`src/rtl/ssd_scan_ctrl.sv`:
```
// Four-digit common-anode seven-segment scanner. It debounces the source select,
// takes one 16-bit snapshot per frame and scans the digits on a prescaled slot counter.
module ssd_scan_ctrl #(
  parameter int TICK_DIV  = 100000,
  parameter int BLANK_CYC = 16,
  parameter int DEB_CYC   = 8
) (
  input  logic        clk,
  input  logic        rst,
  input  logic [31:0] pc_val,
  input  logic [31:0] reg_val,
  input  logic        sel_raw,
  output logic [3:0]  AN,
  output logic [6:0]  SSD_out,
  output logic        src_pc,
  output logic        frame_done
);

  localparam int            CW       = $clog2(TICK_DIV);
  localparam int            DW       = $clog2(DEB_CYC + 1);
  localparam logic [CW-1:0] CNT_LAST = CW'(TICK_DIV - 1);
  localparam logic [DW-1:0] DEB_LAST = DW'(DEB_CYC - 1);

  logic [CW-1:0] cnt;
  logic [1:0]    dig;
  logic [15:0]   frm;
  logic [1:0]    sync;
  logic [DW-1:0] deb_cnt;

  logic          snap;
  logic          blank;
  logic [15:0]   frm_disp;
  logic [3:0]    nib;
  logic [3:0]    an_nxt;

  function automatic logic [6:0] hex7(input logic [3:0] v);
    case (v)
      4'h0: hex7 = 7'b0000001;
      4'h1: hex7 = 7'b1001111;
      4'h2: hex7 = 7'b0010010;
      4'h3: hex7 = 7'b0000110;
      4'h4: hex7 = 7'b1001100;
      4'h5: hex7 = 7'b0100100;
      4'h6: hex7 = 7'b0100000;
      4'h7: hex7 = 7'b0001111;
      4'h8: hex7 = 7'b0000000;
      4'h9: hex7 = 7'b0000100;
      4'hA: hex7 = 7'b0001000;
      4'hB: hex7 = 7'b1100000;
      4'hC: hex7 = 7'b0110001;
      4'hD: hex7 = 7'b1000010;
      4'hE: hex7 = 7'b0110000;
      default: hex7 = 7'b0111000;
    endcase
  endfunction

  // On the snapshot cycle the incoming value is decoded directly, so the first
  // displayed cycle of digit 0 already shows the new frame.
  always_comb begin
    snap     = (cnt == '0) && (dig == 2'd0);
    frm_disp = snap ? (src_pc ? pc_val[15:0] : reg_val[15:0]) : frm;
    blank    = int'(cnt) < BLANK_CYC;
    an_nxt   = 4'b1111;
    nib      = 4'h0;
    case (dig)
      2'd0: begin an_nxt = 4'b0111; nib = frm_disp[15:12]; end
      2'd1: begin an_nxt = 4'b1011; nib = frm_disp[11:8];  end
      2'd2: begin an_nxt = 4'b1101; nib = frm_disp[7:4];   end
      default: begin an_nxt = 4'b1110; nib = frm_disp[3:0]; end
    endcase
  end

  // NOTE: every register here, the frame snapshot included, is cleared by reset
  // and updated with non-blocking assignments so all state moves on the same edge.
  always_ff @(posedge clk) begin
    if (rst) begin
      cnt        <= '0;
      dig        <= 2'd0;
      frm        <= 16'h0000;
      sync       <= 2'b00;
      deb_cnt    <= '0;
      src_pc     <= 1'b0;
      frame_done <= 1'b0;
      AN         <= 4'b1111;
      SSD_out    <= 7'b1111111;
    end else begin
      sync <= {sync[0], sel_raw};

      // Counter only runs while the synchronised select disagrees with src_pc.
      if (sync[1] == src_pc) begin
        deb_cnt <= '0;
      end else if (deb_cnt == DEB_LAST) begin
        src_pc  <= sync[1];
        deb_cnt <= '0;
      end else begin
        deb_cnt <= deb_cnt + 1'b1;
      end

      if (cnt == CNT_LAST) begin
        cnt <= '0;
        dig <= dig + 2'd1;
      end else begin
        cnt <= cnt + 1'b1;
      end

      if (snap) frm <= frm_disp;

      frame_done <= (cnt == CNT_LAST) && (dig == 2'd3);
      AN         <= blank ? 4'b1111 : an_nxt;
      SSD_out    <= blank ? 7'b1111111 : hex7(nib);
    end
  end

endmodule

```
`config.mk`:
```
export PLATFORM = sky130hd
export DESIGN_NAME = ssd_scan_ctrl
export DESIGN_NICKNAME = d
export VERILOG_FILES = /design/src/rtl/ssd_scan_ctrl.sv
export SDC_FILE = /design/constraint.sdc
export NUM_CORES = 1
export LEC_CHECK = 0
export CORE_UTILIZATION = 40
export CTS_BUF_LIST = sky130_fd_sc_hd__clkbuf_8
export DETAILED_ROUTE_END_ITERATION = 10
export GPL_TIMING_DRIVEN = 0
export PLACE_DENSITY_LB_ADDON = 0.15
export REMOVE_ABC_BUFFERS = 1
export SLEW_MARGIN = 10
export SYNTH_ARGS = -nofsm -noshare
export SYNTH_HDL_FRONTEND = slang
export SYNTH_SLANG_ARGS = --single-unit
```
`constraint.sdc`:
```
create_clock -name clk -period 3.4 [get_ports clk]
set_input_delay 0.68 -clock clk [delete_from_list [all_inputs] [get_ports clk]]
set_output_delay 0.68 -clock clk [all_outputs]
set_load 0.05 [all_outputs]
```
Yosys cells after proc, flatten, opt, wreduce, memory -nomap -nowiden
Memory sizes are Yosys's and may differ from the RTL's. A register that Yosys moved wholly into a read port is not among the register bits.
Index checks and enable logic that the tools add are counted.
Word-level totals
  register bits after elaboration: 47
  memory bits (read-only): 112
  input port bits: 67
  output and inout port bits: 13
  logic and storage cells: 32
  memories: 1
Cells by class
  add/sub/neg operators: 3
  order comparisons: 1
  eq/ne operators: 6
  mux-type cells: 4
  bitwise operators: 1
  reduce and logical (&&, ||, !) cells: 8
Memories
  (name not given): depth 16, bits a word 7, rd ports 1, clocked after Yosys merged registers in 1, wr ports 0, RTL line 37  | case (v)
Operator list (count)
  16-bit two-way mux: 2
  4-bit one-hot mux with 3 select lines: 2
  17-bit by 1-bit adder with 17-bit output (second input constant): 1
  17-bit == test (second input constant): 1
  17-bit zero test: 1
  17-bit by 5-bit < comparator with 1-bit output (second input constant): 1
  4-bit by 1-bit adder with 4-bit output (second input constant): 1
  2-bit == test (second input constant): 2
  4-bit by 3-bit == test with 1-bit output (second input constant): 1
  2-bit OR reduction: 2
  3-bit OR reduction: 1
  2-bit by 1-bit adder with 2-bit output (second input constant): 1
  2-bit by 1-bit == test with 1-bit output (second input constant): 1
  1-bit logical AND: 2
  2-bit zero test: 1
  2-bit AND reduction: 1
  1-bit == test: 1
  1-bit NOT: 1

Longest topological paths before layout
Gate-level depths: netlist of the first run.
  depth in word-level cells: 4
  depth in mapped cells: 13

Worst setup path after synthesis of the first run
No wires, ideal clock.
  kind: reg2reg
  start: reg src_pc
  end: reg SSD_out[3]
  setup time: 0.138 ns
  arrival: 2.863 ns
  required time: 3.262 ns
  setup slack: 0.400 ns
  stages on the path, launching flop included: 13
  clock period less this slack: 3.000 ns
  cell sequence: dfxtp_1 > buf_2 > buf_2 > mux2i_1 > nand3_1 > o211ai_1 > a21oi_1 > a221oi_2 > inv_1 > ha_1 > mux2_1 > nor3_1 > a31oi_1
On the way
  cells in the longest elaborated chain, start to end: 3
Ends and longest elaborated chain
  start: declaration: RTL line 15  | output logic src_pc,
  start signal: assignment: RTL line 93  | src_pc <= sync[1];
  16-bit two-way mux (2 in series): RTL line 61  | frm_disp = snap ? (src_pc ? pc_val[15:0] : reg_val[15:0]) : frm;
  4-bit one-hot mux with 3 select lines: RTL line 65  | case (dig)
  end: declaration: RTL line 14  | output logic [6:0] SSD_out,
No other way between the ends.
A chain may end at the register's enable or synchronous reset.

Final worst setup path of the first run
  start: reg cnt[4]
  end: reg SSD_out[3]
On the way
  cells in the longest elaborated chain, start to end: 4
Ends and longest elaborated chain
  start: declaration: RTL line 24  | logic [CW-1:0] cnt;
  start signal: assignment: RTL line 103  | cnt <= cnt + 1'b1;
  parallel branches: the longest is 4 deep, another holds 17-bit by 5-bit < comparator with 1-bit output
Parallel ways; which one is timed is not known.

==> impl_metrics.csv, run 1 <==
group,metric,value,unit
worst_setup_path,reg2reg_to,"SSD_out[3]$_SDFF_PP1_",
worst_setup_path,worstPathMaxFanout,13,
cells_and_area,drive_above_1_share,7.94,%
run_status,status,"finished with violations",
run_status,violations,"design-rule violations",
detailed_routing,first_pass_iters,8,
synthesis,syn_inst,297,
synthesis,synth_top_area_share,39.5,%
worst_setup_path,required,3.57,ns
detailed_routing,drt-total-wl,5.73,mm
synthesis,synth.area.top_cells,"dfxtp_1 40%, ha_1 7.8%, mux2i_1 5.9%",
synthesis,synth_compound_area_share,12.5,%
sta,min_period,3.25,ns
detailed_routing,num_vias,2162,
sta,fin_skew,0.0101,ns
clocking,root_buffer,"clkbuf_8",
synthesis,synth_xor_area_share,6.08,%
grt,gr-usage-met2,26.8,%
floorplanning,initial_core_util,42.4,%
synthesis,synthMuxAreaShare,7.91,%
pwr,p_leak,1.29,nW
grt,grt_pass1_vias,2059,
clocking,htreeDepth,2,
worst_setup_path,cp.arrival,3.42,ns
worst_hold_path,hold_class,"reg2reg",
sta,max_freq,308,MHz
synthesis,yosys-top-cells-count,"54 x dfxtp_1, 42 x nor2_1, 17 x ha_1, 16 x a21oi_1, 16 x mux2i_1",
floorplanning,die_w,84.7,µm
sta,rsz0062_at_grt,"false",
detailed_routing,ant_nets,0,
worst_setup_path,startpoint,"cnt[4]$_SDFF_PP0_",
sta,max_slew.worst_pin.slew,1.04,ns
synthesis,syn_area,2740,µm²
detailed_routing,drc,4,
grt,grt-ovfl-total,0,
pwr,vdd_drop_max,165,µV
worst_setup_path,worst_setup_path_end_kind,"flop",
grt,antenna_found_initial,0,
synthesis,yosys_most_used_dff,"dfxtp_1",
worst_setup_path,path_class,"reg2reg",
synthesis,synth_edf_count,0,
grt,track_usage,16.9,%
detailed_routing,first_iter_violations,57,
synthesis,syn_area_per_cell,9.21,µm²
worst_setup_path,r2r_start,"cnt[4]$_SDFF_PP0_",
floorplanning,rows,29,
sta,tns,0,ns
grt,grt_use_met3,4.13,%
synthesis,synth_seq_cells,54,
cells_and_area,antenna_cells,0,
synthesis,seq_area_frac_synth,39.5,%
synthesis,synth_warnings,0,
grt,met1_usage,22.5,%
worst_setup_path,rr_worst_depth,11,
sta,hold_viol,0,
sta,relSlewSlack,30.5,%
place,io_buffers,47,
clocking,cts_tree,"yes",
place,dpl.hpwl,4.01,mm
clocking,cts_sinks,54,
sta,setup_viol,0,
cells_and_area,syn_to_final_growth,22.1,%
clocking,insertion_delay,0.31,ns
grt,top_usage_layer,"met2",
clocking,max-clock-path-buffers,2,
floorplanning,io_pins,80,
synthesis,synth_cell_types,50,
synthesis,synth_most_common_cell,"dfxtp_1",
synthesis,synth-adder-area-share,7.77,%
place,place_congestion,0.759,
detailed_routing,via_per_inst,5.18,
floorplanning,die_h,84.7,µm
worst_setup_path,critPathLaunchType,"flop",
worst_setup_path,reg2reg_slack,0.15,ns
worst_hold_path,hold_depth,1,
cells_and_area,finalNetCount,423,
detailed_routing,routedWlPerCell,13.7,µm
worst_setup_path,cp-endpoint,"SSD_out[3]$_SDFF_PP1_",
clocking,cts_buffers,5,
sta,finalCritPeriodShare,95.5,%
grt,grt_pass1_wl,9.66,mm
sta,fin_hold_ws,0.451,ns
floorplanning,core,6460,µm²
pwr,power_density,391,nW/µm²
synthesis,synth_top_family_by_area,"simple AND/OR/NAND/NOR gates",
grt,grt_start_max_net_pins,28,
synthesis,synthArstFlopShare,0,%
synthesis,synth_simple_gate_area_share,21.3,%
sta,slew_violations,0,
floorplanning,die-area,7180,µm²
flow_run,cap_viol_max_count,0,
clocking,clk_pin_slew,0.10,ns
synthesis,yosys.area.top_type,"dfxtp_1",
layer usage:
layer / part of all wire (%) / wire (µm)
met1: 49 / 2800
met2: 45 / 2590
met3: 4.2 / 242
met4: 1.8 / 104
met5: 0 / 0
cell families (layout without fill, tap and decap cells):
group | Yosys count | in the layout
flops | 54 | 54
compound gates | 49 | 49
buf+inv | 24 | 67
fa+ha+maj | 17 | 17
simple gates | 113 | 113
xor+xnor | 19 | 19
mux | 21 | 21
placed cells by master, fill, tap and decap left out, types with 6 or more instances in the layout:
master / Yosys / routed
xnor2_1: 6 / 6
dfxtp_1: 54 / 54
nand3_1: 15 / 15
nor2b_1: 9 / 9
a21oi_1: 16 / 16
mux2i_1: 16 / 16
nor3_1: 7 / 7
nor2_1: 42 / 41
ha_1: 17 / 17
clkbuf_8: 0 / 6
nand2_1: 10 / 10
xor2_1: 13 / 13
inv_1: 9 / 9
clkdlybuf4s50_1: 0 / 47
where the power goes:
part	internal, mW	switching, mW
Sequential	0.659	0.0110
Clock	0.164	0.210
Combinational	0.124	0.138
cell type report:
type | count | area [µm²]
Fill cell | 621 | 3120
Multi-Input combinational cell | 219 | 1540
Sequential cell | 54 | 1080
Timing Repair Buffer | 50 | 493
Tap cell | 77 | 96.3
Clock buffer | 6 | 82.6
Inverter | 9 | 33.8
Clock inverter | 2 | 12.5
how the worst min path moves through the flow:
stage,startpoint,end,slack (ns)
after floorplan,sync[0]$_SDFF_PP0_,sync[1]$_SDFF_PP0_,0.41
after global placement,sync[0]$_SDFF_PP0_,sync[1]$_SDFF_PP0_,0.42
after detailed placement,sync[0]$_SDFF_PP0_,sync[1]$_SDFF_PP0_,0.43
after CTS,sync[0]$_SDFF_PP0_,sync[1]$_SDFF_PP0_,0.46
after global routing,sync[0]$_SDFF_PP0_,sync[1]$_SDFF_PP0_,0.47
final,sync[0]$_SDFF_PP0_,sync[1]$_SDFF_PP0_,0.45
state kept, by name, indices dropped and copies added, names as in the netlist:
signal and flops:
sync 2, AN 4, deb_cnt 4, frame_done 1
cnt 17, src_pc 1, SSD_out 7, frm 16
dig 2
stage by stage:
step	area, µm²	power [mW]	cells	utilization [%]	worst slack, ns
after floorplan	2640	0.844	282	-	0.396
after global placement	3200	0.922	406	49.6	-0.270
after detailed placement	3200	0.929	406	49.6	-0.309
after CTS	3320	1.31	414	51.4	0.128
after global routing	3340	1.38	417	51.7	0.000453
final	3340	1.31	417	51.7	0.153
what timing repair did:
| item | in CTS | in global routing |
|---|---|---|
| endpoints found under the setup margin | 5 | 1 |
| pin swaps | 0 | 1 |
| resized for setup | 5 | 0 |
| hold buffers | 0 | 0 |
| buffers inserted | 0 | 3 |
critical path, cell delays in order (launching register included):
cell and delay, ns:
dfxtp_1 0.35, nor4_1 0.36, nand4_1 0.44, nor2_4 0.41, a21oi_1 0.13, a22oi_1 0.20
a22o_1 0.33, inv_1 0.13, ha_1 0.24, mux2_1 0.30, nor3_1 0.14, a31oi_1 0.06
(Power assumes the default switching activity.)
==> run 2: changes to the inputs <==
Settings changed: ABC_CLOCK_PERIOD_IN_PS set to 3400, CORE_UTILIZATION 40 to 49.
==> impl_metrics.csv, run 2 (synthesis gave the netlist of run 1 again) <==
group,metric,value,unit
run_status,status,"completed",
detailed_routing,routedWlPerCell,13.4,µm
worst_setup_path,rr_worst_depth,12,
clocking,clk_pin_slew,0.10,ns
grt,grt_pass1_wl,9.83,mm
flow_run,cap_viol_max_count,0,
sta,setup_viol,0,
clocking,postCtsHoldBufs,0,
cells_and_area,drive_above_1_share,9.83,%
sta,tns,0,ns
detailed_routing,drt-total-wl,5.59,mm
cells_and_area,n_fill_cell,451,
cells_and_area,antenna_cells,0,
sta,finalCritPeriodShare,92.6,%
sta,min_period,3.15,ns
detailed_routing,first_pass_iters,4,
clocking,max-clock-path-buffers,2,
floorplanning,die_w,76.7,µm
sta,slew_violations,0,
pwr,power_density,406,nW/µm²
grt,grt-ovfl-total,0,
sta,max_freq,318,MHz
sta,relSlewSlack,32.7,%
floorplanning,initial_core_util,52.2,%
worst_hold_path,hold_depth,1,
cells_and_area,finalNetCount,429,
sta,fin_hold_ws,0.450,ns
cells_and_area,ff_latch_area,1080,µm²
cells_and_area,layout_common_cells,"54 x dfxtp_1, 47 x clkdlybuf4s50_1, 41 x nor2_1",
sta,max_slew.worst_pin.slew,1.01,ns
cells_and_area,largest_register_ffs,17,
worst_hold_path,hold_class,"reg2reg",
worst_setup_path,worstPathMaxFanout,13,
place,io_buffers,47,
place,place_congestion,0.825,
pwr,p_leak,1.33,nW
detailed_routing,ant_nets,0,
sta,fin_skew,0.00784,ns
worst_hold_path,hp-start,"sync[0]$_SDFF_PP0_",
grt,grt_start_max_net_pins,28,
worst_setup_path,path_class,"reg2reg",
floorplanning,io_pins,80,
clocking,root_buffer,"clkbuf_8",
worst_hold_path,whs_endpoint,"sync[1]$_SDFF_PP0_",
floorplanning,die-area,5890,µm²
floorplanning,core,5240,µm²
pwr,vdd_drop_max,321,µV
clocking,cts_tree,"yes",
worst_setup_path,cp_slowest_stage_delay,0.43,ns
worst_setup_path,worst_setup_path_end_kind,"flop",
detailed_routing,drc,0,
sta,hold_viol,0,
worst_setup_path,r2r_start,"dig[0]$_SDFFE_PP0P_",
worst_setup_path,critPathSlowestCell,"a221oi_4",
cells_and_area,top_regs,"cnt x17, frm x16, SSD_out x7",
cells_and_area,syn_to_final_growth,24.1,%
grt,track_usage,20.7,%
detailed_routing,first_iter_violations,96,
sta,fin_ws,0.253,ns
grt,grt_pass1_vias,2196,
clocking,htreeDepth,2,
floorplanning,die_h,76.7,µm
place,place_ws,-0.353,ns
place,dpl.hpwl,3.89,mm
clocking,cts_sinks,54,
worst_setup_path,cp_cell_sequence,"inv_1 > ha_2 > and3_2 > nand2_2 > nand2_1 > o21ai_1 > a221oi_4 > inv_1 > ha_1 > mux2_1 > nor3_1 > a31oi_1",
worst_setup_path,crit_path_frequent_cell,"inv_1",
worst_setup_path,critPathLaunchType,"flop",
clocking,insertion_delay,0.31,ns
grt,antenna_found_initial,0,
worst_setup_path,reg2reg_slack,0.25,ns
cells_and_area,top_register,"cnt",
worst_setup_path,required,3.58,ns
detailed_routing,via_per_inst,5.27,
detailed_routing,num_vias,2193,
cells_and_area,layout_commonest_cell,"dfxtp_1",
worst_setup_path,reg2reg_to,"SSD_out[3]$_SDFF_PP1_",
floorplanning,rows,26,
clocking,cts_buffers,5,
worst_setup_path,cp.arrival,3.32,ns
cells_and_area,multi_input_area,1540,µm²
==> run 2: cell count changes in the layout (fill, tap and decap cells not counted), sizes merged <==
cell / previous run / this run
clkbuf: 6 / 5
clkinvlp: 1 / 0
buf: 3 / 9
inv: 9 / 10
bufinv: 0 / 1
==> run 2: worst max path at each step <==
stage / from / endpoint / slack (ns) / depth (start not counted)
final: dig[0]$_SDFFE_PP0P_ / SSD_out[3]$_SDFF_PP1_ / 0.25 / 12
after global routing: dig[0]$_SDFFE_PP0P_ / SSD_out[3]$_SDFF_PP1_ / -0.02 / 12
after CTS: dig[0]$_SDFFE_PP0P_ / SSD_out[3]$_SDFF_PP1_ / 0.14 / 12
after detailed placement: dig[0]$_SDFFE_PP0P_ / SSD_out[3]$_SDFF_PP1_ / -0.35 / 11
after global placement: dig[0]$_SDFFE_PP0P_ / SSD_out[3]$_SDFF_PP1_ / -0.29 / 11
after floorplan: src_pc$_SDFFE_PP0P_ / SSD_out[3]$_SDFF_PP1_ / 0.40 / 10
==> run 2: where the power goes <==
group / leakage (nW) / internal (mW) / switching [mW]
registers: 0.440 / 0.659 / 0.0115
logic: 0.835 / 0.132 / 0.139
clock network: 0.0585 / 0.221 / 0.217
total: 1.33 / 1.01 / 0.367
==> run 2: layout make-up <==
cell class,instances,share of cell area (%)
Clock inverter,3,1.29
Multi-Input combinational cell,219,45.5
Inverter,9,0.994
Clock buffer,5,2.03
Timing Repair Buffer,56,15.8
Tap cell,70,2.58
Sequential cell,54,31.8
==> run 2: worst max-delay path, delay by kind of cell (launching register included) <==
| kind | cells | cell delay, ns |
|---|---|---|
| AND/OR/NAND/NOR | 4 | 0.84 |
| adder cells (fa/ha/maj) | 2 | 0.57 |
| flip-flops | 1 | 0.37 |
| AO/OA/AOI/OAI | 3 | 0.62 |
| multiplexers | 1 | 0.29 |
| buffers and inverters | 2 | 0.32 |
==> run 2: layer usage <==
layer / vias up / track usage, % / wire [µm]
li1: 1126 / - / -
met1: 1014 / 27.3 / 2720
met2: 45 / 32.8 / 2550
met3: 8 / 3.93 / 246
met4: 0 / 8.85 / 76
met5: - / 0 / 0
==> run 2: per-stage QoR <==
step / std cells / instance area [µm²] / total power, mW / utilization, %
after floorplan: 282 / 2640 / 0.844 / -
after global placement: 399 / 3190 / 0.919 / 61.0
after detailed placement: 399 / 3190 / 0.927 / 61.0
after CTS: 407 / 3330 / 1.37 / 63.5
after global routing: 416 / 3400 / 1.45 / 64.9
final: 416 / 3400 / 1.38 / 64.9
==> run 2: what timing repair did <==
item	in CTS	in global routing
gates resized for setup	5	1
setup endpoints to repair	5	4
pin swaps	0	3
setup buffers	0	9
==> run 3: changes to the inputs <==
Settings changed: PLACE_DENSITY set to 0.83, PLACE_DENSITY_LB_ADDON 0.15 to unset.
==> impl_metrics.csv, run 3 (synthesis gave the netlist of run 1 again) <==
group,metric,value,unit
grt,antenna_found_initial,0,
clocking,cts_buffers,5,
sta,hold_viol,0,
grt,grt_pass1_vias,2019,
clocking,root_buffer,"clkbuf_8",
cells_and_area,drive_above_1_share,8.50,%
place,place_ws,-0.258,ns
worst_setup_path,reg2reg_slack,0.23,ns
pwr,vdd_drop_max,227,µV
cells_and_area,final_core_util,63.9,%
sta,tns,0,ns
place,placed_cell_area,3190,µm²
cells_and_area,syn_to_final_growth,22.2,%
worst_hold_path,hold_class,"reg2reg",
grt,grt_pass1_wl,9.15,mm
cells_and_area,top_regs,"cnt x17, frm x16, SSD_out x7",
worst_setup_path,required,3.56,ns
place,placed_cells,399,
detailed_routing,drt-total-wl,5.51,mm
cells_and_area,layout_common_cells,"53 x dfxtp_1, 47 x clkdlybuf4s50_1, 41 x nor2_1",
pwr,switchingPower,0.346,mW
worst_setup_path,rr_worst_depth,11,
worst_setup_path,path_class,"reg2reg",
worst_hold_path,hp-start,"deb_cnt[0]$_SDFF_PP0_",
worst_hold_path,hold_depth,1,
worst_setup_path,cp_cell_sequence,"nor4_1 > nand4_1 > nor2_4 > a21oi_1 > a22oi_1 > a22o_1 > inv_1 > ha_1 > mux2_1 > nor3_1 > a31oi_1",
clocking,insertion_delay,0.30,ns
sta,finalCritPeriodShare,93.2,%
place,place_congestion,0.891,
detailed_routing,num_vias,2171,
sta,min_period,3.17,ns
clocking,clk_pin_slew,0.09,ns
grt,grt-ovfl-total,0,
place,io_buffers,47,
cells_and_area,stdcell_count,411,
detailed_routing,first_pass_iters,4,
cells_and_area,largest_register_ffs,17,
cells_and_area,n_fill_cell,439,
grt,grt_start_max_net_pins,28,
sta,slew_violations,0,
clocking,cts_sinks,54,
sta,fin_ws,0.232,ns
detailed_routing,drc,0,
pwr,combPwrFrac,20.2,%
cells_and_area,multi_input_area,1550,µm²
sta,fin_hold_ws,0.448,ns
floorplanning,io_pins,80,
worst_setup_path,cp_slowest_stage_delay,0.39,ns
detailed_routing,via_per_inst,5.28,
worst_setup_path,worstPathMaxFanout,10,
floorplanning,rows,26,
cells_and_area,layout_commonest_cell,"dfxtp_1",
cells_and_area,antenna_cells,0,
detailed_routing,routedWlPerCell,13.4,µm
clocking,max-clock-path-buffers,2,
floorplanning,die_h,76.7,µm
worst_setup_path,startpoint,"cnt[4]$_SDFF_PP0_",
sta,setup_viol,0,
sta,relSlewSlack,35.1,%
detailed_routing,ant_nets,0,
worst_setup_path,critPathLaunchType,"flop",
sta,fin_skew,0.00439,ns
worst_setup_path,critPathSlowestCell,"nand4_1",
pwr,power_frac_clock,28.0,%
cells_and_area,finalNetCount,424,
cells_and_area,ff_latch_area,1080,µm²
run_status,status,"completed",
floorplanning,core,5240,µm²
pwr,power_density,387,nW/µm²
clocking,cts_tree,"yes",
flow_run,cap_viol_max_count,0,
pwr,cell_internal_pwr,0.947,mW
sta,rsz0062_at_grt,"false",
place,dpl.hpwl,4.00,mm
sta,max_freq,316,MHz
floorplanning,die-area,5890,µm²
cells_and_area,stdcell_area,3340,µm²
pwr,power,1.29,mW
detailed_routing,first_iter_violations,128,
worst_setup_path,r2r_start,"cnt[4]$_SDFF_PP0_",
sta,max_slew.worst_pin.slew,0.970,ns
floorplanning,die_w,76.7,µm
worst_hold_path,whs_endpoint,"deb_cnt[0]$_SDFF_PP0_",
pwr,swShare,26.8,%
pwr,p_leak,1.31,nW
floorplanning,initial_core_util,52.2,%
worst_setup_path,reg2reg_to,"SSD_out[3]$_SDFF_PP1_",
grt,track_usage,19.1,%
worst_setup_path,cp.arrival,3.33,ns
clocking,htreeDepth,2,
worst_setup_path,worst_setup_path_end_kind,"flop",
cells_and_area,top_register,"cnt",
clocking,postCtsHoldBufs,0,
pwr,power_frac_seq,51.8,%
## run 3: cell count changes in the layout (fill, tap and decap cells not counted), sizes merged
| cell | before | now |
|---|---|---|
| clkbuf | 5 | 6 |
| buf | 9 | 4 |
| bufinv | 1 | 0 |
## run 3: power groups by stage
| stage | Sequential (mW) | Clock [mW] | Combinational [mW] |
|---|---|---|---|
| 6_report | 0.670 | 0.362 | 0.262 |
| 5_1_grt | 0.673 | 0.399 | 0.288 |
| 4_1_cts | 0.670 | 0.371 | 0.243 |
| 3_5_place_dp | 0.684 | 0 | 0.240 |
| 3_3_place_gp | 0.684 | 0 | 0.233 |
| 2_1_floorplan | 0.682 | 0 | 0.162 |
## run 3: worst max-delay path by stage
| stage | to | depth (start not counted) | slack, ns |
|---|---|---|---|
| floorplan | SSD_out[3]$_SDFF_PP1_ | 10 | 0.40 |
| global placement | SSD_out[3]$_SDFF_PP1_ | 11 | -0.16 |
| detailed placement | SSD_out[3]$_SDFF_PP1_ | 11 | -0.26 |
| CTS | SSD_out[3]$_SDFF_PP1_ | 12 | 0.002 |
| global route | SSD_out[3]$_SDFF_PP1_ | 11 | 0.03 |
| finish | SSD_out[3]$_SDFF_PP1_ | 11 | 0.23 |
## run 3: area by class of cell
class,instances,area share [%]
clock buffer,6,2.47
clock inverter,2,0.262
inverter,9,1.01
multi-input combinational,219,46.3
sequential,54,32.4
tap,70,2.62
timing repair buffer,51,15.0
## run 3: routing by layer
metal  wire length, µm  vias up  share of wire [%]  track usage [%]
met5                 0        -                  0                0
met2              2750       45                 50             33.3
met1              2460     1010                 45             23.5
met3               264        4                4.8             3.81
li1                  -     1112                  -                -
met4                40        0               0.73             5.38
## run 3: worst max-delay path, delay by kind of cell (launching register included)
| kind | cells | cell delay (ns) |
|---|---|---|
| simple gates | 4 | 1.26 |
| buf+inv | 1 | 0.13 |
| flops | 1 | 0.34 |
| mux | 1 | 0.30 |
| fa+ha+maj | 1 | 0.25 |
| compound gates | 4 | 0.74 |
## run 3: what timing repair did
action	CTS	global route
endpoints found under the setup margin	4	4
setup buffers	0	4
resized for setup	4	5
pin swaps	0	2
